==> src/rtl/leg_timer_pkg.sv <==
// leg_timer_pkg: bus FSM state type, register word offsets and CTRL bit
// positions shared by the AHB timer and its bus interface.
package leg_timer_pkg;

  typedef enum logic [1:0] {
    IDLE = 2'd0,
    WAIT = 2'd1,
    RESP = 2'd2
  } bus_state_e;

  // Register word offsets, as decoded from HADDR[4:2]
  localparam logic [2:0] OFF_CTRL   = 3'd0;  // byte 0x00
  localparam logic [2:0] OFF_LOAD   = 3'd1;  // byte 0x04
  localparam logic [2:0] OFF_COUNT  = 3'd2;  // byte 0x08, read-only
  localparam logic [2:0] OFF_STATUS = 3'd3;  // byte 0x0C, PEND is write-1-to-clear
  localparam logic [2:0] OFF_PRESC  = 3'd4;  // byte 0x10, prescaler builds only

  // CTRL bit positions
  localparam int CTRL_EN   = 0;  // timer enable
  localparam int CTRL_AUTO = 1;  // reload from LOAD on expiry
  localparam int CTRL_IE   = 2;  // interrupt enable
  localparam int CTRL_FSEL = 3;  // route interrupt to FIQ instead of IRQ

endpackage

==> src/rtl/ahb_slave_if.sv <==
// ahb_slave_if: IDLE/WAIT/RESP handshake for the timer. Latches one access
// from IDLE, inserts WAIT_STATES wait cycles, then presents a single-cycle
// HREADY. The commit strobe is high for exactly that RESP cycle; the owner
// of the registers performs the write at the edge that ends it.
module ahb_slave_if
  import leg_timer_pkg::*;
#(
  parameter int WAIT_STATES = 1
) (
  input  logic        clk,
  input  logic        reset,
  input  logic        HSEL,
  input  logic        HREQUEST,
  input  logic        HWRITE,
  input  logic [31:0] HADDR,
  input  logic [31:0] HWDATA,
  output logic        HREADY,
  output logic [2:0]  addr,
  output logic        write,
  output logic [31:0] wdata,
  output logic        commit
);

  // Wait counter preload; the WAIT state ends once the counter reads zero.
  localparam logic [3:0] WAIT_LOAD = (WAIT_STATES > 0) ? 4'(WAIT_STATES - 1) : 4'd0;

  bus_state_e state, state_next;
  logic [3:0] wait_cnt;
  logic       take;
  logic       addr_unused;

  // Only HADDR[4:2] selects a register; the rest is deliberately ignored.
  assign addr_unused = ^{HADDR[31:5], HADDR[1:0]};

  // New accesses are accepted only from IDLE, so RESP is always followed
  // by at least one idle cycle.
  assign take = (state == IDLE) && HREQUEST && HSEL;

  // State register
  always_ff @(posedge clk) begin
    // NOTE: sequential state uses non-blocking assignments so every register
    // samples pre-edge values, independent of block ordering.
    if (reset) state <= IDLE;
    else       state <= state_next;
  end

  // Next-state logic
  always_comb begin
    // NOTE: default assigned first so no path leaves state_next unassigned
    // (which would infer a latch).
    state_next = state;
    case (state)
      IDLE:    if (take) state_next = (WAIT_STATES == 0) ? RESP : WAIT;
      WAIT:    if (wait_cnt == 4'd0) state_next = RESP;
      RESP:    state_next = IDLE;
      default: state_next = IDLE;
    endcase
  end

  // Access latch and wait countdown; HREQUEST dropping later has no effect
  always_ff @(posedge clk) begin
    if (reset) begin
      addr     <= '0;
      write    <= 1'b0;
      wdata    <= '0;
      wait_cnt <= '0;
    end else if (take) begin
      addr     <= HADDR[4:2];
      write    <= HWRITE;
      wdata    <= HWDATA;
      wait_cnt <= WAIT_LOAD;
    end else if (state == WAIT && wait_cnt != 4'd0) begin
      wait_cnt <= wait_cnt - 4'd1;
    end
  end

  assign HREADY = (state == RESP);
  assign commit = (state == RESP);

endmodule

==> src/rtl/ahb_timer.sv <==
// ahb_timer: 32-bit down-counting timer behind a simple AHB-style responder.
// Registers: CTRL (EN/AUTO/IE/FSEL), LOAD, COUNT (read-only), STATUS.PEND
// (write-1-to-clear). IRQ/FIQ are decoded purely from registered state.
// Build option: define TIMER_PRESCALE_EN to add the 8-bit PRESC register at
// offset 0x10, giving one tick every PRESC+1 cycles; otherwise every cycle
// is a tick and 0x10 reads as zero.
module ahb_timer
  import leg_timer_pkg::*;
#(
  parameter int WAIT_STATES = 1
) (
  input  logic        clk,
  input  logic        reset,
  input  logic        HSEL,
  input  logic        HREQUEST,
  input  logic        HWRITE,
  input  logic [31:0] HADDR,
  input  logic [31:0] HWDATA,
  output logic [31:0] HRDATA,
  output logic        HREADY,
  output logic        IRQ,
  output logic        FIQ
);

  logic [2:0]  addr;
  logic        write;
  logic [31:0] wdata;
  logic        commit;

  logic [3:0]  ctrl;
  logic [31:0] load;
  logic [31:0] count;
  logic        pend;

  logic tick;
  logic expire;
  logic ctrl_wr;
  logic load_wr;
  logic status_clr;
  logic en_rise;

  ahb_slave_if #(
    .WAIT_STATES (WAIT_STATES)
  ) u_if (
    .clk      (clk),
    .reset    (reset),
    .HSEL     (HSEL),
    .HREQUEST (HREQUEST),
    .HWRITE   (HWRITE),
    .HADDR    (HADDR),
    .HWDATA   (HWDATA),
    .HREADY   (HREADY),
    .addr     (addr),
    .write    (write),
    .wdata    (wdata),
    .commit   (commit)
  );

  // Register write decodes, all qualified by the RESP-cycle commit strobe.
  // COUNT and unmapped offsets have no decode, so writes there vanish.
  assign ctrl_wr    = commit & write & (addr == OFF_CTRL);
  assign load_wr    = commit & write & (addr == OFF_LOAD);
  assign status_clr = commit & write & (addr == OFF_STATUS) & wdata[0];
  assign en_rise    = ctrl_wr & wdata[CTRL_EN] & ~ctrl[CTRL_EN];
  assign expire     = ctrl[CTRL_EN] & tick & (count == '0);

`ifdef TIMER_PRESCALE_EN
  logic [7:0] presc;
  logic [7:0] pcnt;
  logic       presc_wr;

  assign presc_wr = commit & write & (addr == OFF_PRESC);
  assign tick     = (pcnt == presc);

  // Prescaler: restarts on EN rising, wraps every PRESC+1 enabled cycles
  always_ff @(posedge clk) begin
    if (reset) begin
      presc <= '0;
      pcnt  <= '0;
    end else begin
      if (presc_wr) presc <= wdata[7:0];
      if (en_rise)             pcnt <= '0;
      else if (ctrl[CTRL_EN])  pcnt <= tick ? 8'd0 : pcnt + 8'd1;
    end
  end
`else
  assign tick = 1'b1;
`endif

  // CTRL: a bus write beats the one-shot expiry clearing EN on the same edge
  always_ff @(posedge clk) begin
    if (reset)                              ctrl <= '0;
    else if (ctrl_wr)                       ctrl <= wdata[3:0];
    else if (expire && !ctrl[CTRL_AUTO])    ctrl[CTRL_EN] <= 1'b0;
  end

  // LOAD: plain read/write register
  always_ff @(posedge clk) begin
    if (reset)        load <= '0;
    else if (load_wr) load <= wdata;
  end

  // COUNT: load on EN rising, decrement per tick, reload or park at zero
  always_ff @(posedge clk) begin
    if (reset) begin
      count <= '0;
    end else if (en_rise) begin
      count <= load;
    end else if (ctrl[CTRL_EN] && tick) begin
      if (count != '0)          count <= count - 32'd1;
      else if (ctrl[CTRL_AUTO]) count <= load;
    end
  end

  // PEND: expiry set has priority over a simultaneous write-1-to-clear
  always_ff @(posedge clk) begin
    if (reset)           pend <= 1'b0;
    else if (expire)     pend <= 1'b1;
    else if (status_clr) pend <= 1'b0;
  end

  // Read mux: the addressed register during RESP, zero at all other times
  always_comb begin
    HRDATA = '0;
    if (commit) begin
      case (addr)
        OFF_CTRL:   HRDATA = {28'd0, ctrl};
        OFF_LOAD:   HRDATA = load;
        OFF_COUNT:  HRDATA = count;
        OFF_STATUS: HRDATA = {31'd0, pend};
`ifdef TIMER_PRESCALE_EN
        OFF_PRESC:  HRDATA = {24'd0, presc};
`endif
        default:    HRDATA = '0;
      endcase
    end
  end

  assign IRQ = pend & ctrl[CTRL_IE] & ~ctrl[CTRL_FSEL];
  assign FIQ = pend & ctrl[CTRL_IE] &  ctrl[CTRL_FSEL];

endmodule

==> config.mk <==
export PLATFORM = sky130hd
export DESIGN_NAME = ahb_timer
export DESIGN_NICKNAME = d
export VERILOG_FILES = /design/src/rtl/leg_timer_pkg.sv /design/src/rtl/ahb_slave_if.sv /design/src/rtl/ahb_timer.sv
export SDC_FILE = /design/constraint.sdc
export NUM_CORES = 1
export LEC_CHECK = 0
export BUFFER_PORTS_ARGS = -buffer_cell sky130_fd_sc_hd__buf_2
export CAP_MARGIN = 0
export CORE_ASPECT_RATIO = 1.75
export CORE_MARGIN = 2
export CORE_UTILIZATION = 56
export DETAILED_ROUTE_END_ITERATION = 8
export GPL_ROUTABILITY_DRIVEN = 0
export PLACE_DENSITY = 0.83
export SLEW_MARGIN = 20
export SYNTH_ARGS = -nofsm -noshare
export SYNTH_HDL_FRONTEND = slang
export SYNTH_HIERARCHICAL = 1
export SYNTH_SLANG_ARGS = --single-unit
==> constraint.sdc <==
create_clock -name clk -period 3 [get_ports clk]
set_clock_uncertainty 0.15 [all_clocks]
set_input_delay 0.6 -clock clk [delete_from_list [all_inputs] [get_ports clk]]
set_output_delay 0.6 -clock clk [all_outputs]
set_load 0.1 [all_outputs]
# Word level (Yosys, flattened, before mapping)
# Cells that the tools add are included.
# classes
n_addsub,2
multipliers,0
div_mod_pow,0
n_lt_le_gt_ge,0
n_eq_ne,7
n_shift,0
mux,13
n_bitwise,13
reduce_logical,18
# op_table
cell,n
$mux 32,5
$pmux 32 s4,1
$logic_not 32->1,1
$reduce_bool 32->1,1
$sub 32x1->32 const B,1
$and 1x1->1,11
$eq 3x2->1 const B,2
$reduce_bool 2->1,3
$logic_and 1x1->1,4
$logic_not 4->1,1
$mux 1,4
$mux 2,2
$ne 2x1->1 const B,2
$pmux 2 s2,1
$reduce_and 2->1,2
$reduce_bool 4->1,1
$sub 4x1->4 const B,1
$eq 3x1->1 const B,1
$logic_not 3->1,1
$reduce_bool 3->1,1
$eq 2x1->1 const B,1
$eq 2x2->1 const B,1
$logic_not 2->1,1
$not 1->1,2
other kinds (2),2
# word_totals
register_bits,111
latchBits,0
ram_bits,0
romBits,0
in_bits,69
output_inout_bits,35
word_cells,63
memories,0

# Longest topological paths before layout
# Gate-level depths: netlist of the first run.
# logic_depth
depth_word,7
depth_mapped,11
mapped_depth_nobuf,8

# Hierarchy
# Netlist of the first run, hierarchy kept.
# by_module_without_submodules
mod,n_inst,cells_each,area_each_um2,seq_area_each_um2
ahb_timer,1,538,3930.0,1381.3
ahb_slave_if,1,191,1542.7,840.8

# Worst setup path after synthesis of the first run
# OpenSTA, ideal clock, no wires.
# synth_path
path_kind,reg2out
start,register u_if.state[1]
end,output port HRDATA[10]
t_arrival_ns,3.698
t_required_ns,2.250
slack_ns,-1.448
path_stages_with_launch,7
path_cell_list,dfxtp_1 nor2b_1 buf_4 nand2b_1 clkbuf_1 clkbuf_1 nor2_1
# synth_via
elab_chain_cells,2
# synth_lines
element,line,rtl
start: declaration,ahb_slave_if.sv:27,"bus_state_e state, state_next;"
start signal: assignment,ahb_slave_if.sv:44,else state <= state_next;
$eq 2x2->1,n/a,
named net HREADY,ahb_timer.sv:20,"output logic HREADY,"
$mux 32,ahb_timer.sv:125,if (commit) begin
end: declaration,ahb_timer.sv:19,"output logic [31:0] HRDATA,"
# The timed path passes the listed nets, and every way through them passes these cells.

# Worst setup path in the final report of the first run
# layout_path
start,register u_if.addr[0]
end,output port HRDATA[6]
# layout_via
elab_chain_cells,3
# layout_lines
element,line,rtl
start: declaration,ahb_slave_if.sv:18,"output logic [2:0] addr,"
start signal: assignment,ahb_slave_if.sv:68,addr <= HADDR[4:2];
"$eq 3x2->1, or another cell as far along",ahb_timer.sv:126,case (addr)
$pmux 32 s4 (*),ahb_timer.sv:126,
$mux 32 (*),ahb_timer.sv:125,
# Mark *: on every way between the ends. The rest lies on a longest branch, timed or not.

==> results of run 1 <==
synthesized netlist by cell type, drive strengths merged, types with 2 or more instances:
cell type and count:
nor2b 9, a221oi 5, or3 13, ha 3, clkbuf 41, mux2i 17, a22oi 28, o211ai 3
nor4 10, a21o 2, a21oi 105, buf 18, nor2 55, nor4b 3, nor3 22, o21a 3
or4 8, or2 2, dfxtp 111, o32ai 17, inv 31, o2bb2ai 4, and2 3, nand4 6
a2bb2oi 2, nand2b 5, nand3 9, a21boi 2, a31oi 3, and3 3, o21ai 23, nand2 151
final timing paths:
kind	start	to	slack, ns	cells after the start
hold reg to reg	u_if/wdata[6]	load[6]	0.31	2
setup reg to reg	count[21]	count[9]	0.17	8
hold / removal	u_if/wdata[6]	load[6]	0.31	2
setup / recovery	u_if/addr[0]	HRDATA[6]	0.12	6
state kept, by name, indices dropped and copies added (netlist names):
name,flops
count,32
load,32
ctrl,4
u_if/write,1
u_if/addr,3
pend,1
u_if/wdata,32
u_if/state,2
u_if/wait_cnt,4
power by group:
| part | total [mW] | internal (mW) | switching, mW | leakage, nW |
|---|---|---|---|---|
| clock network | 1.20 | 0.626 | 0.577 | 0.147 |
| registers | 1.52 | 1.50 | 0.0193 | 0.898 |
| logic | 0.152 | 0.0550 | 0.0972 | 1.39 |
kinds of logic after synthesis:
kind of cell,Yosys count
simple gates,305
flops,111
fa+ha+maj,3
buf+inv,90
mux,18
compound gates,202
metal layers:
| metal | global-route usage, % | vias up | wire, um |
|---|---|---|---|
| met5 | 0 | - | 0 |
| met4 | 14.5 | 0 | 688 |
| met3 | 4.88 | 75 | 1070 |
| met2 | 50.0 | 303 | 7840 |
| met1 | 36.1 | 2688 | 6020 |
| li1 | - | 2669 | - |
through the flow:
| stage | instance area, um^2 | hold slack (ns) | instances | power (mW) |
|---|---|---|---|---|
| global placement | 6690 | 0.290 | 895 | 1.69 |
| finish | 7000 | 0.308 | 911 | 2.87 |
| floorplan | 5710 | 0.282 | 729 | 1.64 |
| detailed placement | 6690 | 0.294 | 895 | 1.70 |
| global route | 7000 | 0.325 | 911 | 2.94 |
| CTS | 7000 | 0.305 | 911 | 2.87 |
critical path: stages (launching register included):
cell,delay [ns]
dfxtp_1,0.59
inv_1,0.15
nor3_2,0.20
buf_4,0.29
a22oi_1,0.20
nor2_4,0.16
buf_12,0.18
area by class of cell:
type	count	area [um^2]	share of cell area [%]
multi-input combinational	528	3150	44.9
tap	122	153	2.18
clock inverter	5	52.6	0.751
timing repair buffer	103	1060	15.1
sequential	111	2220	31.7
inverter	31	116	1.66
clock buffer	11	253	3.61
timing repair:
| action | in CTS | in global routing |
|---|---|---|
| setup endpoints to repair | 0 | 7 |
| buffers inserted | 0 | 0 |
| hold buffers | 0 | 0 |
| resized for setup | 0 | 1 |
==> impl_results.md, run 1 <==
- Setup ws final: 0.121 ns
- Worst hold path class: reg2reg
- H-tree depth: 3
- Yosys reg bits: 111
- Synth async-reset ratio: 0%
- Final setup vio count: 0
- Antenna diodes: 0
- Top FF cell, synth: dfxtp_1
- Crit Path Class: reg2out
- Final core utilization: 73.9%
- Pre-CTS WS: 0.232 ns
- Post-Synth XOR/XNOR Area: 0%
- Synth Area in Simple Gates: 25.8%
- Drt initial violations: 643
- Post-detailed-route count of antenna-violating nets: 0
- Multiplexer area fraction after synthesis: 3.52%
- Required @ worst endpoint: 2.25 ns
- Crit path capture type: output pin
- Synth cell types: 52
- Detailed Place HPWL: 10.8 mm
- Yosys warning total: 6
- Die area: 0.0106 mm^2
- CTS Buffer Depth: 2
- GR Overflow Total: 0
- Vias in the first global route: 5398
- Fin. max-slew vios: 0
- Root buffer cell: clkbuf_16
- Synth top area cells: dfxtp_1 41%, nand2_1 10%, a21oi_1 9.6%
- Die W: 78.7 um
- Unrepaired setup endpoints after global routing: no
- Die height: 135 um
- Syn avg cell area: 7.51 um^2
- Commonest non-fill, non-tap cells in the layout: 150 x nand2_1, 111 x dfxtp_1, 105 x a21oi_1
- Vias per cell: 6.30
- Port bufs: 74
- Crit path max fanout: 19
- CTS tree: done
- Detailed Routing Iterations Pass 1: 9
- FP Rows: 47
- Final Cycle Share: 96.0%
- Post-Syn Instances: 729
- Synthesized cell area: 0.00547 mm^2
- Share of layout cells above drive strength 1: 21.4%
- Crit path DAT: 2.13 ns
- Power per Cell Area: 410 mW/mm^2
- Ports: 104
- Top-area cell type share of the netlist area: 40.6%
- Pleak: 2.43 nW
- Outcome: finished, final reports clean
- Nature of the critical path startpoint: flop
- Syn_nets: 801
- First-pass GRT wire length: 25.4 mm
- FMAX: 0.347 GHz
- Core box area: 0.00947 mm^2
- Largest family of logic cells by synthesized area: simple AND/OR/NAND/NOR gates
- Synth Area in Adders: 0.686%
- Clk_lat worst skew: 0.35 ns
- Filler cell count: 693
- Final worst path period need: 2.88 ns
- Drt total wl: 15.6 mm
- Number of remaining DRC errors: 0
- Slew @ Worst Pin: 0.801 ns
- Initial antenna violation count: 0
- CTS Buf Count: 9
- Drt wl/cell: 17.1 um
- Max VDD drop: 0.451 mV
- Post-synth top area cell: dfxtp_1
- Starting Density: 57.8%
- Total negative slack: 0 ns
- Tot GR Track Use: 29.6%
- Most common cell after layout, fill and taps aside: nand2_1
- Post-synth EDFFs: 0
- Hold Fails Final Rpt: 0
- Clock sink total: 111
- Seq/Total Area, Yosys: 40.6%
- Largest net degree at the start of global routing: 66
- Worst-path clk slew: 0.07 ns
- Area Growth Syn to Fin: 27.9%
- Slew HR: 45.9%
- Nets@finish: 856
- Total number of vias: 5735
- Maxcap violations: 0
- Synth Area in Compound Gates: 22.6%
Note: power is estimated with default switching activity, not from simulation.
==> run 2, diff against run 1 <==
--- a/config.mk
+++ b/config.mk
@@ -12,7 +12,7 @@
 export CORE_UTILIZATION = 56
 export DETAILED_ROUTE_END_ITERATION = 8
 export GPL_ROUTABILITY_DRIVEN = 0
-export PLACE_DENSITY = 0.83
+export PLACE_DENSITY = 0.87
 export SLEW_MARGIN = 20
 export SYNTH_ARGS = -nofsm -noshare
 export SYNTH_HDL_FRONTEND = slang
==> run 2 against run 1 <==
Net effect: first-iteration DRC count rose by 26%; die area did not move; final area barely moved; flip-flop and latch count did not move; final cell count rose by 0.11%; count of clock-buffer cells in the layout fell by 2; fmax fell by 0.74%; combinational power barely moved.
==> impl_results.md, run 2 (synthesis gave the netlist of run 1 again) <==
- Die height: 135 um (unchanged)
- Final core utilization: 74.0% (was 73.9%)
- Nets@finish: 857 (was 856)
- Detailed Routing Iterations Pass 1: 7 (was 9)
- Crit Path Class: reg2out (unchanged)
- Core box area: 0.00947 mm^2 (unchanged)
- Hold Fails Final Rpt: 0 (unchanged)
- Final worst path period need: 2.90 ns (was 2.88 ns)
- Power, Total: 2.91 mW (was 2.87 mW)
- FMAX: 0.345 GHz (was 0.347 GHz)
- Slowest CP cell: dfxtp_1 (unchanged)
- GR Overflow Total: 0 (unchanged)
- CP Cell Sequence: nor2b_1, nor2b_1, buf_12, a22oi_1, nor2_4, buf_12 (was inv_1, nor3_2, buf_4, a22oi_1, nor2_4, buf_12)
- Vias in the first global route: 5480 (was 5398)
- CTS Buffer Depth: 2 (unchanged)
- CP delay by family, top: simple AND/OR/NAND/NOR gates (was buffers and inverters)
- Worst hold path class: reg2reg (unchanged)
- Final non-filler cell total: 912 (was 911)
- Dpl cells: 896 (was 895)
- Crit path DAT: 2.15 ns (was 2.13 ns)
- Pleak: 2.44 nW (was 2.43 nW)
- Root buffer cell: clkbuf_16 (unchanged)
- Slowest cell delay on critical path: 0.44 ns (was 0.59 ns)
- Slew @ Worst Pin: 0.898 ns (was 0.801 ns)
- Post-detailed-route count of antenna-violating nets: 0 (unchanged)
- Slew HR: 39.8% (was 45.9%)
- Crit path max fanout: 28 (was 19)
- Port bufs: 74 (unchanged)
- Final Cycle Share: 96.7% (was 96.0%)
- Starting Density: 57.8% (unchanged)
- Outcome: finished, final reports clean (unchanged)
- Worst-path clk slew: 0.07 ns (about the same)
- Largest net degree at the start of global routing: 47 (was 66)
- Antenna diodes: 0 (unchanged)
- First-pass GRT wire length: 25.2 mm (was 25.4 mm)
- Worst path buffer plus inverter count: 2 (was 3)
- Pre-CTS WS: 0.267 ns (was 0.232 ns)
- Maxcap violations: 0 (unchanged)
- Tot GR Track Use: 29.7% (was 29.6%)
- Final setup vio count: 0 (unchanged)
- Clock sink total: 111 (unchanged)
- Initial antenna violation count: 0 (unchanged)
- Crit path capture type: output pin (unchanged)
- Fin. max-slew vios: 0 (unchanged)
- Unrepaired setup endpoints after global routing: no (unchanged)
- Share of layout cells above drive strength 1: 21.4% (about the same)
- Vias per cell: 6.29 (was 6.30)
- Hold_buf cts: 0 (unchanged)
- Detailed Place HPWL: 10.9 mm (was 10.8 mm)
- CTS Buf Count: 9 (unchanged)
- CTS tree: done (unchanged)
- Nature of the critical path startpoint: flop (unchanged)
- Die W: 78.7 um (unchanged)
- Ports: 104 (unchanged)
- Drt initial violations: 813 (was 643)
- Power per Cell Area: 416 mW/mm^2 (was 410 mW/mm^2)
- Max VDD drop: 0.509 mV (was 0.451 mV)
- Setup ws final: 0.0994 ns (was 0.121 ns)
- H-tree depth: 3 (unchanged)
- FP Rows: 47 (unchanged)
- Post-CTS Resized: 0 (unchanged)
- Number of remaining DRC errors: 0 (unchanged)
- Required @ worst endpoint: 2.25 ns (about the same)
- Most common cell after layout, fill and taps aside: nand2_1 (unchanged)
- Die area: 0.0106 mm^2 (unchanged)
- Drt wl/cell: 17.2 um (was 17.1 um)
- Area Growth Syn to Fin: 27.9% (about the same)
- Commonest non-fill, non-tap cells in the layout: 150 x nand2_1, 111 x dfxtp_1, 105 x a21oi_1 (unchanged)
- Post-CTS Repair Setup Buffers: 0 (unchanged)
- Drt total wl: 15.7 mm (was 15.6 mm)
- Clk_lat worst skew: 0.35 ns (about the same)
- Top Registers: count: 32 flops, load: 32 flops, u_if/wdata: 32 flops (unchanged)
- Total number of vias: 5737 (was 5735)
-- run 2: final timing paths --
| check | start | to | slack (ns) | cells past startpoint |
|---|---|---|---|---|
| setup / recovery | u_if/addr[0] | HRDATA[6] | 0.1 | 6 |
| hold / removal | u_if/wdata[17] | load[17] | 0.30 | 2 |
| setup reg to reg | count[26] | count[12] | 0.17 | 6 |
| hold reg to reg | u_if/wdata[17] | load[17] | 0.30 | 2 |
-- run 2: worst register-to-register path: cells and delay by family (launching register included) --
family / cells / cell delay [ns]
AO/OA/AOI/OAI: 2 / 0.50
flip-flops: 1 / 0.34
AND/OR/NAND/NOR: 4 / 1.74
-- run 2: layout make-up --
type	instances	area, um^2
multi-input cells	528	3140
flip-flops and latches	111	2220
clock inverters	7	88.8
clock buffers	9	225
inverters	31	116
fillers	642	2470
well taps	122	153
repair buffers	104	1050
-- run 2: per-stage QoR --
| step | instance area, um^2 | hold slack, ns | TNS [ns] |
|---|---|---|---|
| 2_1_floorplan | 5710 | 0.282 | -3.73 |
| 3_3_place_gp | 6690 | 0.288 | 0 |
| 3_5_place_dp | 6690 | 0.295 | 0 |
| 4_1_cts | 7000 | 0.306 | 0 |
| 5_1_grt | 7000 | 0.322 | 0 |
| 6_report | 7000 | 0.304 | 0 |
-- run 2: layer usage --
layer / routed length, um / global-route usage [%] / vias to the layer above / share of wire, %
li1: - / - / 2659 / -
met1: 5710 / 33.5 / 2664 / 36
met2: 8140 / 51.7 / 339 / 52
met3: 1230 / 5.48 / 75 / 7.9
met4: 611 / 16.8 / 0 / 3.9
met5: 0 / 0 / - / 0
-- run 2: where the power goes --
group | internal [mW] | switching (mW) | total, mW | leakage, nW
combinational | 0.0545 | 0.0989 | 0.153 | 1.39
sequential | 1.50 | 0.0187 | 1.52 | 0.898
clock | 0.670 | 0.575 | 1.24 | 0.152
total | 2.22 | 0.693 | 2.91 | 2.44
